File: src/rtl/mult_share_arb.sv
// rtl/mult_share_arb.sv - round-robin sharing of one registered multiplier among N requesters
module mult_share_arb #(
  parameter int N   = 2,
  parameter int W   = 8,
  parameter int LAT = 1
) (
  input  logic             clk,
  input  logic             rst,
  input  logic             en,
  input  logic [N-1:0]     req,
  input  logic [N*W-1:0]   op_a,
  input  logic [N*W-1:0]   op_b,
  output logic [N-1:0]     gnt,
  output logic [W-1:0]     mul_a,
  output logic [W-1:0]     mul_b,
  input  logic [2*W-1:0]   mul_p,
  output logic [2*W-1:0]   res,
  output logic [N-1:0]     res_vld,
  output logic             busy
);

  localparam int IW = (N > 1) ? $clog2(N) : 1;

  logic [IW-1:0]  ptr;
  logic [IW-1:0]  gntIdx;
  logic           gntAny;
  logic [IW-1:0]  nextPtr;
  logic [W-1:0]   selA;
  logic [W-1:0]   selB;
  logic [W-1:0]   holdA;
  logic [W-1:0]   holdB;
  logic [LAT-1:0] tagVld;
  logic [IW-1:0]  tagIdx [LAT];

  // Scan from the pointer so the most recently served requester drops to lowest priority.
  always_comb begin
    gnt    = '0;
    gntIdx = '0;
    gntAny = 1'b0;
    if (!rst && en) begin
      for (int j = 0; j < N; j++) begin
        if (!gntAny && req[(int'(ptr) + j) % N]) begin
          gntAny = 1'b1;
          gntIdx = IW'((int'(ptr) + j) % N);
        end
      end
    end
    if (gntAny) begin
      gnt[gntIdx] = 1'b1;
    end
  end

  assign nextPtr = (int'(gntIdx) == N - 1) ? '0 : gntIdx + 1'b1;
  assign selA    = op_a[gntIdx*W +: W];
  assign selB    = op_b[gntIdx*W +: W];

  // Idle cycles replay the last granted operands so the multiplier inputs stay quiet.
  assign mul_a = gntAny ? selA : holdA;
  assign mul_b = gntAny ? selB : holdB;

  always_ff @(posedge clk) begin
    if (rst) begin
      ptr   <= '0;
      holdA <= '0;
      holdB <= '0;
    end else if (gntAny) begin
      ptr   <= nextPtr;
      holdA <= selA;
      holdB <= selB;
    end
  end

  // The tag shift tracks the multiplier pipeline, which never stalls.
  always_ff @(posedge clk) begin
    if (rst) begin
      for (int s = 0; s < LAT; s++) begin
        tagVld[s] <= 1'b0;
        tagIdx[s] <= '0;
      end
    end else begin
      tagVld[0] <= gntAny;
      tagIdx[0] <= gntIdx;
      for (int s = 1; s < LAT; s++) begin
        tagVld[s] <= tagVld[s-1];
        tagIdx[s] <= tagIdx[s-1];
      end
    end
  end

  always_ff @(posedge clk) begin
    if (rst) begin
      res     <= '0;
      res_vld <= '0;
    end else if (tagVld[LAT-1]) begin
      res     <= mul_p;
      res_vld <= N'(1) << tagIdx[LAT-1];
    end else begin
      res_vld <= '0;
    end
  end

  assign busy = |tagVld;

endmodule

File: config.mk
export PLATFORM = sky130hd
export DESIGN_NAME = mult_share_arb
export DESIGN_NICKNAME = d
export VERILOG_FILES = /design/src/rtl/mult_share_arb.sv
export SDC_FILE = /design/constraint.sdc
export NUM_CORES = 1
export LEC_CHECK = 0
export ABC_CLOCK_PERIOD_IN_PS = 2040
export CORE_MARGIN = 10
export CORE_UTILIZATION = 38
export DETAILED_ROUTE_END_ITERATION = 8
export GPL_TIMING_DRIVEN = 0
export PLACE_DENSITY = 0.79
export SLEW_MARGIN = 15
export SYNTH_ARGS = -nofsm -noshare
export SYNTH_HDL_FRONTEND = slang
export SYNTH_SLANG_ARGS = --single-unit
File: constraint.sdc
create_clock -name clk -period 2.04 [get_ports clk]
set_input_delay 0.612 -clock clk [delete_from_list [all_inputs] [get_ports clk]]
set_output_delay 0.612 -clock clk [all_outputs]
set_load 0.01 [all_outputs]
# == Word level (Yosys, flattened, before mapping) ==
# Memory sizes are Yosys's and may differ from the RTL's.
# Cells that the tools add are included.
# word_totals
ff_bits,36
latchBits,0
ramBits,1
rom_bits,0
input_bits,53
output_inout_bits,37
wordCells,48
n_memories,1
# memory_table
name,words,word_bits,rd,rd_clocked_by_memory_dff,wr,line_no,text
tagIdx,1,1,1,0,1,33,logic [IW-1:0] tagIdx [LAT];
# classes
add_sub_neg,2
n_mul,0
div_mod_pow,0
magnitude_cmp,4
eq_ne,0
shifts,3
muxes,23
n_bitwise,2
n_reduce_logical,7
# op_table
operator,n
$shiftx A16 B5 Y8,2
$mux W1,19
$mux W8,2
$lt A1 B2 Y1 const B,2
$logic_and A1 B1 Y1,3
$lt A2 B3 Y1 const B,1
$add A1 B1 Y1 const B,2
$logic_not A1 Y1,2
$mux W2,1
$reduce_or A2 Y1,1
$shl A1 B1 Y2 const A,1
$and A1 B1 Y1 const A,1
$demux W1 S1,1
$ge A1 B1 Y1 const B,1
$not A1 Y1,1
$reduce_or A1 Y1,1

# == Longest topological paths before layout ==
# depth
ltp_word,13
ltp_mapped,6
depth_no_buf,3

# == Worst setup path before layout ==
# No wires, ideal clock.
# synth_timing
path_kind,input-to-output
startpoint,input port rst
endpoint,output port mul_a[0]
arrival_ns,1.370
required_ns,1.428
setup_slack_ns,0.058
path_stages,6
n_path_buf,3
cell_sequence,buf_6 and3b_1 buf_6 buf_12 nand3_2 nand3_1
# synth_between
elab_chain_len,5
elab_cells_between_ends,6
classes_between,1 x shift; 3 x mux; 2 x reduce/logical
# synth_rtl
item,line_no,text
from (decl),8,"input logic rst,"
$logic_not A1 Y1 (*),40,if (!rst && en) begin
$logic_and A1 B1 Y1 (*),40,
$mux W1,40,
$shiftx A16 B5 Y8,54,assign selA = op_a[gntIdx*W +: W];
$mux W8 (*),58,assign mul_a = gntAny ? selA : holdA;
to (decl),14,"output logic [W-1:0] mul_a,"
# Every way passes the cells marked *; elsewhere a longest branch is shown, timed or not.

# == Worst setup path in the final report ==
# layout_timing
startpoint,input port req[1]
endpoint,output port mul_b[4]
# layout_between
elab_chain_len,10
elab_cells_between_ends,16
classes_between,1 x shift; 13 x mux; 2 x reduce/logical
# layout_rtl
item,line_no,text
from (decl),10,"input logic [N-1:0] req,"
$mux W1 (not written as such) (2 in series),42,if (!gntAny && req[(int'(ptr) + j) % N]) begin
$mux W1,42,
$mux W1,40,
$logic_not A1 Y1,42,
$logic_and A1 B1 Y1,42,
$mux W1,42,
$mux W1,40,
$shiftx A16 B5 Y8,55,assign selB = op_b[gntIdx*W +: W];
$mux W8 (*),-,
to (decl),15,"output logic [W-1:0] mul_b,"
# Every way passes the cells marked *; elsewhere a longest branch is shown, timed or not. The select of a mux whose other input is x is not followed.

==> out/qor.yml <==
dp_slack_ns: -1.21
status: "complete, but fails checks"
finalNonFillerCells: 359
syn_area_per_cell_um2: 9.14
p_per_area_nw_per_um2: 534
fmax_mhz: 446
die_h_um: 86.0
syn_inst: 181
htreeDepth: 2
antenna_cells: 0
cts_tree: "yes"
wl_per_cell_um: 20.2
die_w_um: 86.0
num_io_pins: 90
slew_headroom: 0.631
ys_seq_area_frac: 0.448
clockRootBuffer: "clkbuf_8"
grt_pass1_wl_mm: 10.2
port_buffers: 89
route.detailed.drc: 0
cap_violations: 0
numCtsBuffers: 5
multi_input_area_um2: 1030
ys_types: 22
dieArea_um2: 7390
syn_nets: 234
globalRouteTotalUtil: 0.170
regArea_um2: 744
min_path_type: "reg -> reg"
ant_nets: 0
clkTransAtPathRegs_ns: 0.06
dpl.hpwl_mm: 4.15
p_leak_uw: 0.00138
clk_path_buf_depth: 2
critical_path.max_fanout: 5
final_util: 0.799
critPathKind: "in -> out"
firstDrtPassIters: 4
fillers: 272
timing.final.ws_setup_ns: -0.205
met2_usage: 0.291
routed_wl_mm: 7.26
start_util: 0.402
cp.arrival_ns: 1.63
grt_busiest_layer: "met2"
crit_required_ns: 1.43
violations: "negative setup slack"
drtIter0Drc: 114
rows: 23
synth_seq_cells: 37
grt_max_degree: 11
finalMaxSlewViolations: 0
placed_cells: 320
cts.sinks: 37
antenna_found_initial: 0
via_per_inst: 5.53
yosys_warnings: 0
setup_violations: 19
start_kind: "input pin"
peakVddDrop_mv: 0.270
min_period_over_period: 1.10
rsz0062_at_grt: "yes"
coreArea_um2: 4120
hold_buffers: 0
worst_slew_pin_slew_ns: 0.553
grt_pass1_vias: 2023
period_needed_ns: 2.24
clk_latency_ns: 0.29
overflow: 0
hold_viol_final: 0
routabilityCongestion: 0.782
fin_nets: 362
drive_gt1_frac: 0.369
grt_use_met1: 0.180
worst_setup_path_end_kind: "output port"
globalRouteMet3Util: 0.0766
finClkSkew_ns: 0.00661
syn_to_final_growth_pct: 98.9
syn_area_um2: 1650
num_vias: 1987
[where the power goes]
| group | total [uW] | leakage [uW] | internal [uW] | switching, uW |
|---|---|---|---|---|
| Combinational | 475 | 0.00103 | 269 | 206 |
| Clock | 513 | 0.0000443 | 268 | 245 |
| Sequential | 769 | 0.000303 | 754 | 14.3 |
| Total | 1760 | 0.00138 | 1290 | 465 |
[placed cells by master (no fill, tap or decap)]
cell type and n:
clkdlybuf4s15_2 1, buf_4 28, nor2b_2 1, clkbuf_8 6
nor3b_1 1, nand3_2 19, buf_12 5, clkbuf_4 1
nor2_1 17, a21oi_1 1, o21ai_0 4, buf_6 27
buf_2 5, nand3_1 2, nand4_1 16, clkbuf_16 1
and3_1 2, mux2i_1 16, dfxtp_4 1, clkbuf_1 4
o21ai_2 3, clkdlybuf4s50_1 67, nand2_8 1, o21ai_1 10
nand2_4 1, nand2b_1 1, nand3_4 11, and3b_1 2
dfxtp_1 36, a31oi_1 16, inv_2 1, nor2_4 1
nand2b_4 1
[logic make-up (layout without fill, tap and decap cells)]
group / after synthesis / in the layout / share of synthesized area
AO/OA/AOI/OAI: 34 / 34 / 0.115
buffers and inverters: 18 / 146 / 0.0764
flip-flops: 37 / 37 / 0.448
multiplexers: 16 / 16 / 0.0968
AND/OR/NAND/NOR: 76 / 76 / 0.264
[layout make-up]
| class | instances | share of cell area |
|---|---|---|
| plain buffers | 16 | 0.0441 |
| clock buffers | 7 | 0.0262 |
| inverters | 1 | 0.00114 |
| multi-input cells | 126 | 0.312 |
| flip-flops and latches | 37 | 0.226 |
| well taps | 50 | 0.0190 |
| repair buffers | 122 | 0.371 |
[state kept, by name, indices dropped and copies added, names as in the netlist]
register,flops
ptr,1
res,16
res_vld,2
busy,1
tagIdx,1
holdA,8
holdB,8
[stage by stage]
step / hold WS [ns] / power (uW) / cell area, um2 / TNS, ns
after floorplan: 0.388 / 929 / 1650 / 0
after global placement: 0.396 / 1140 / 2610 / -20.37
after detailed placement: 0.400 / 1150 / 2610 / -20.89
after CTS: 0.411 / 1700 / 3020 / -3.01
after global routing: 0.465 / 1830 / 3290 / -3.57
final: 0.410 / 1760 / 3290 / -2.96
[Yosys cell counts]
library cell | n | area [um2]
nand3_2 | 9 | 90.1
and3_1 | 2 | 12.5
nor2b_1 | 1 | 6.26
nor2_1 | 18 | 67.6
o21ai_0 | 17 | 85.1
buf_12 | 1 | 20.0
and3b_1 | 2 | 17.5
nor3b_1 | 1 | 7.51
a21oi_1 | 1 | 5.00
a31oi_1 | 16 | 100
dfxtp_1 | 37 | 741
nand2b_1 | 2 | 12.5
inv_1 | 1 | 3.75
buf_6 | 3 | 33.8
buf_4 | 3 | 22.5
nand4_1 | 16 | 100
clkbuf_2 | 1 | 5.00
mux2i_1 | 16 | 160
clkbuf_1 | 3 | 11.3
buf_2 | 6 | 30.0
nand3_1 | 23 | 115
nand2_1 | 2 | 7.51
[worst max-delay path: stages]
cell and delay, ns:
clkdlybuf4s15_2 0.22, nor2_4 0.06, buf_4 0.15, o21ai_0 0.32
nand3_2 0.13, buf_6 0.14
[per-layer routing]
layer / wire (um) / up-vias
li1: - / 924
met1: 2690 / 949
met2: 3790 / 100
met3: 639 / 14
met4: 140 / 0
met5: 0 / -
[worst paths after layout]
path                             start               endpoint  slack [ns]  depth (start not counted)
setup reg to reg      ptr$_SDFFE_PP0P_    holdB[6]$_SDFF_PP0_       -0.05                         12
hold reg to reg   tagIdx[0]$_SDFF_PP0_  res_vld[0]$_SDFF_PP0_        0.41                          1
hold / removal    tagIdx[0]$_SDFF_PP0_  res_vld[0]$_SDFF_PP0_        0.41                          1
setup / recovery                req[1]               mul_b[4]       -0.20                          6
[repair_timing]
action                                  4_1_cts  5_1_grt
endpoints found under the hold margin         0        0
buffers inserted                             25        8
cloned                                        2        1
pin swaps                                     9       19
gates resized for setup                     136       51
endpoints found under the setup margin       18       20
Power figures use the tool's default switching activity.
==> RTL edit: new RTL, same flow settings <==
The parameter `N` goes from 2 to 4.
--- a/src/rtl/mult_share_arb.sv
+++ b/src/rtl/mult_share_arb.sv
@@ -2,3 +2,3 @@
 module mult_share_arb #(
-  parameter int N   = 2,
+  parameter int N   = 4,
   parameter int W   = 8,
Ports: changed (5 resized); port bits go from 90 to 128. No check against the original RTL was run, so the function may have changed too.
==> RTL edit against the original RTL <==
- the run still ends with setup timing left
- setup slack worse by 0.69 ns
- routed wire length is 61% higher
- final area is 51% higher
- critical path type unchanged
- sequential cell count is 4 higher
- count of clock-buffer cells in the layout is 2 lower
- total power is 55% higher
- critical path depth is 4 higher
- synthesized area is 41% higher
==> RTL edit: results (changes against the original RTL) <==
| Metric | Value |
|---|---|
| TritonRoute pass-1 iters | `4 (unchanged)` |
| Root Driver | `clkbuf_8` |
| GR Util met3 | `7.123% (-0.54 points)` |
| Setup TNS | `-16.83 ns (-13.87 ns)` |
| Fillers | `319 (+17%)` |
| Crit-path max cell delay | `0.33 ns` |
| Placed Area | `3841 sq um (+47%)` |
| First-pass GRT wire length | `15,410 um (+51%)` |
| Sequential fraction of the synthesis area | `35.08% (-9.7 points)` |
| Average cell area after synthesis | `9.914 sq um (+8.5%)` |
| Post-synth ARST share | `0% (unchanged)` |
| Finish-stage setup viols | `26 (+7)` |
| Worst vdd ir | `0.0004399 V (+63%)` |
| M2 GR Usage | `34.04% (+5.0 points)` |
| Failing checks | `setup timing` |
| Critical-path top delay cell | `o211a_4` |
| Htree depth | `2 (unchanged)` |
| Hold crit path type | `reg -> reg` |
| Count of buffers from port buffering | `126 (+42%)` |
| Synth area leaders | `dfxtp_1 (35%), a2111oi_4 (11%), mux2i_1 (6.8%)` |
| Worst Path Max Fanout | `6 (+1)` |
| Ys Warns | `0 (unchanged)` |
| Gr usage total | `19.30% (+2.3 points)` |
| Max-Slew Margin vs Limit | `51.52% (-12 points)` |
| Total wire length | `11,710 um (+61%)` |
| Final Cell Area | `4979 sq um (+51%)` |
| Syn Nets | `327 (+40%)` |
| WP data arrival | `2.33 ns (+0.70 ns)` |
| CP delay by family, top | `compound AO/OA/AOI/OAI gates` |
| Vias per cell | `5.846 (+5.6%)` |
| Status | `finished, violations left` |
| Met1 Use GR | `20.92% (+3.0 points)` |
| CTS Buffer Depth | `2 (unchanged)` |
| Final WS setup | `-0.8979 ns (-0.6932 ns)` |
| Placed Cells | `437 (+37%)` |
| Initial antenna violation count | `0 (unchanged)` |
| Post-Route Skew | `0.01465 ns (+0.008037 ns)` |
| Distinct cells, synth | `39 (+77%)` |
| Vias in the first global route | `2,925 (+45%)` |
| Mean routed wirelength per cell | `23.74 um (+17%)` |
| Placed wire-length estimate | `6546 um (+58%)` |
| N_diodes | `0 (unchanged)` |
| P_leak | `0.001823 uW (+32%)` |
| Fin nets | `508 (+40%)` |
| GP Congestion | `0.7684 (-1.7%)` |
| Largest registers | `res: 16 flops, holdA: 8 flops, holdB: 8 flops` |
| Post-synth top cells | `dfxtp_1 (41), nor2_1 (35), nor3_1 (17), nor3b_1 (17)` |
| Layout cells sized above 1 | `44.02% (+7.1 points)` |
| Iter 0 DRT Violations | `127 (+11%)` |
| CTS Buf Count | `5 (unchanged)` |
| Worst Reg2Reg Path Length in Cells | `9 (-3)` |
| Clk pin slew, worst setup/hold paths | `0.08 ns (+0.02 ns)` |
| Largest net degree at the start of global routing | `15 (+4)` |
| Worst-Skew Late Latency | `0.31 ns (+0.02 ns)` |
| Worst Hold Path Cells | `2 (+1)` |
RTL edit: per-stage QoR:
stage,power [uW],worst slack [ns]
floorplan,1253,-0.4561
global placement,1603,-1.949
detailed placement,1619,-2.003
CTS,2586,-0.8583
global route,2796,-0.9233
finish,2727,-0.8979
RTL edit: metal layers:
layer | wire length [um] | part of all wire (%)
met1 | 4535 | 39
met2 | 5997 | 51
met3 | 885 | 7.6
met4 | 286 | 2.4
met5 | 0 | 0
RTL edit: logic make-up after synthesis:
logic type               count (synthesis)  share of synthesized area [%]
adder cells (fa/ha/maj)                  4                          2.139
flip-flops                              41                          35.08
buffers and inverters                   22                          5.561
AND/OR/NAND/NOR                        109                          25.45
multiplexers                            17                          7.433
AO/OA/AOI/OAI                           43                          24.33
RTL edit: worst paths after layout:
kind / start / endpoint / slack [ns]
hold / removal: tagIdx[0][1] / res_vld[2] / 0.46
setup / recovery: req[1] / mul_a[4] / -0.90
setup reg to reg: ptr[1] / holdB[5] / -0.07
hold reg to reg: tagIdx[0][1] / res_vld[2] / 0.46
RTL edit: worst reg2reg max path, delay by kind of cell, from the launching register on:
kind | cells | cell delay (ns)
AO/OA/AOI/OAI | 3 | 0.84
buffers and inverters | 4 | 0.53
flip-flops | 1 | 0.39
AND/OR/NAND/NOR | 2 | 0.20
RTL edit: report_power, final:
part           total (uW)  switching, uW  internal [uW]  leakage (uW)
Clock                 823            330            493     0.0000687
Sequential            875           27.9            847      0.000337
Combinational        1030            497            532       0.00142
Total                2730            855           1870       0.00182
RTL edit: cell type report:
type	instances	area share, %
Clock inverter	3	1.382
Inverter	3	0.3770
Timing Repair Buffer	174	33.80
Sequential cell	41	16.59
Timing Repair inverter	1	0.1257
Clock buffer	5	1.382
Multi-Input combinational cell	174	41.22
Tap cell	75	1.885
Buffer	17	3.242
RTL edit: what timing repair did:
action | in CTS | in global routing
pin swaps | 34 | 24
gates cloned | 2 | 3
hold buffers | 0 | 0
gates resized for setup | 172 | 62
setup endpoints to repair | 40 | 32
setup buffers | 36 | 10
hold endpoints to repair | 0 | 0
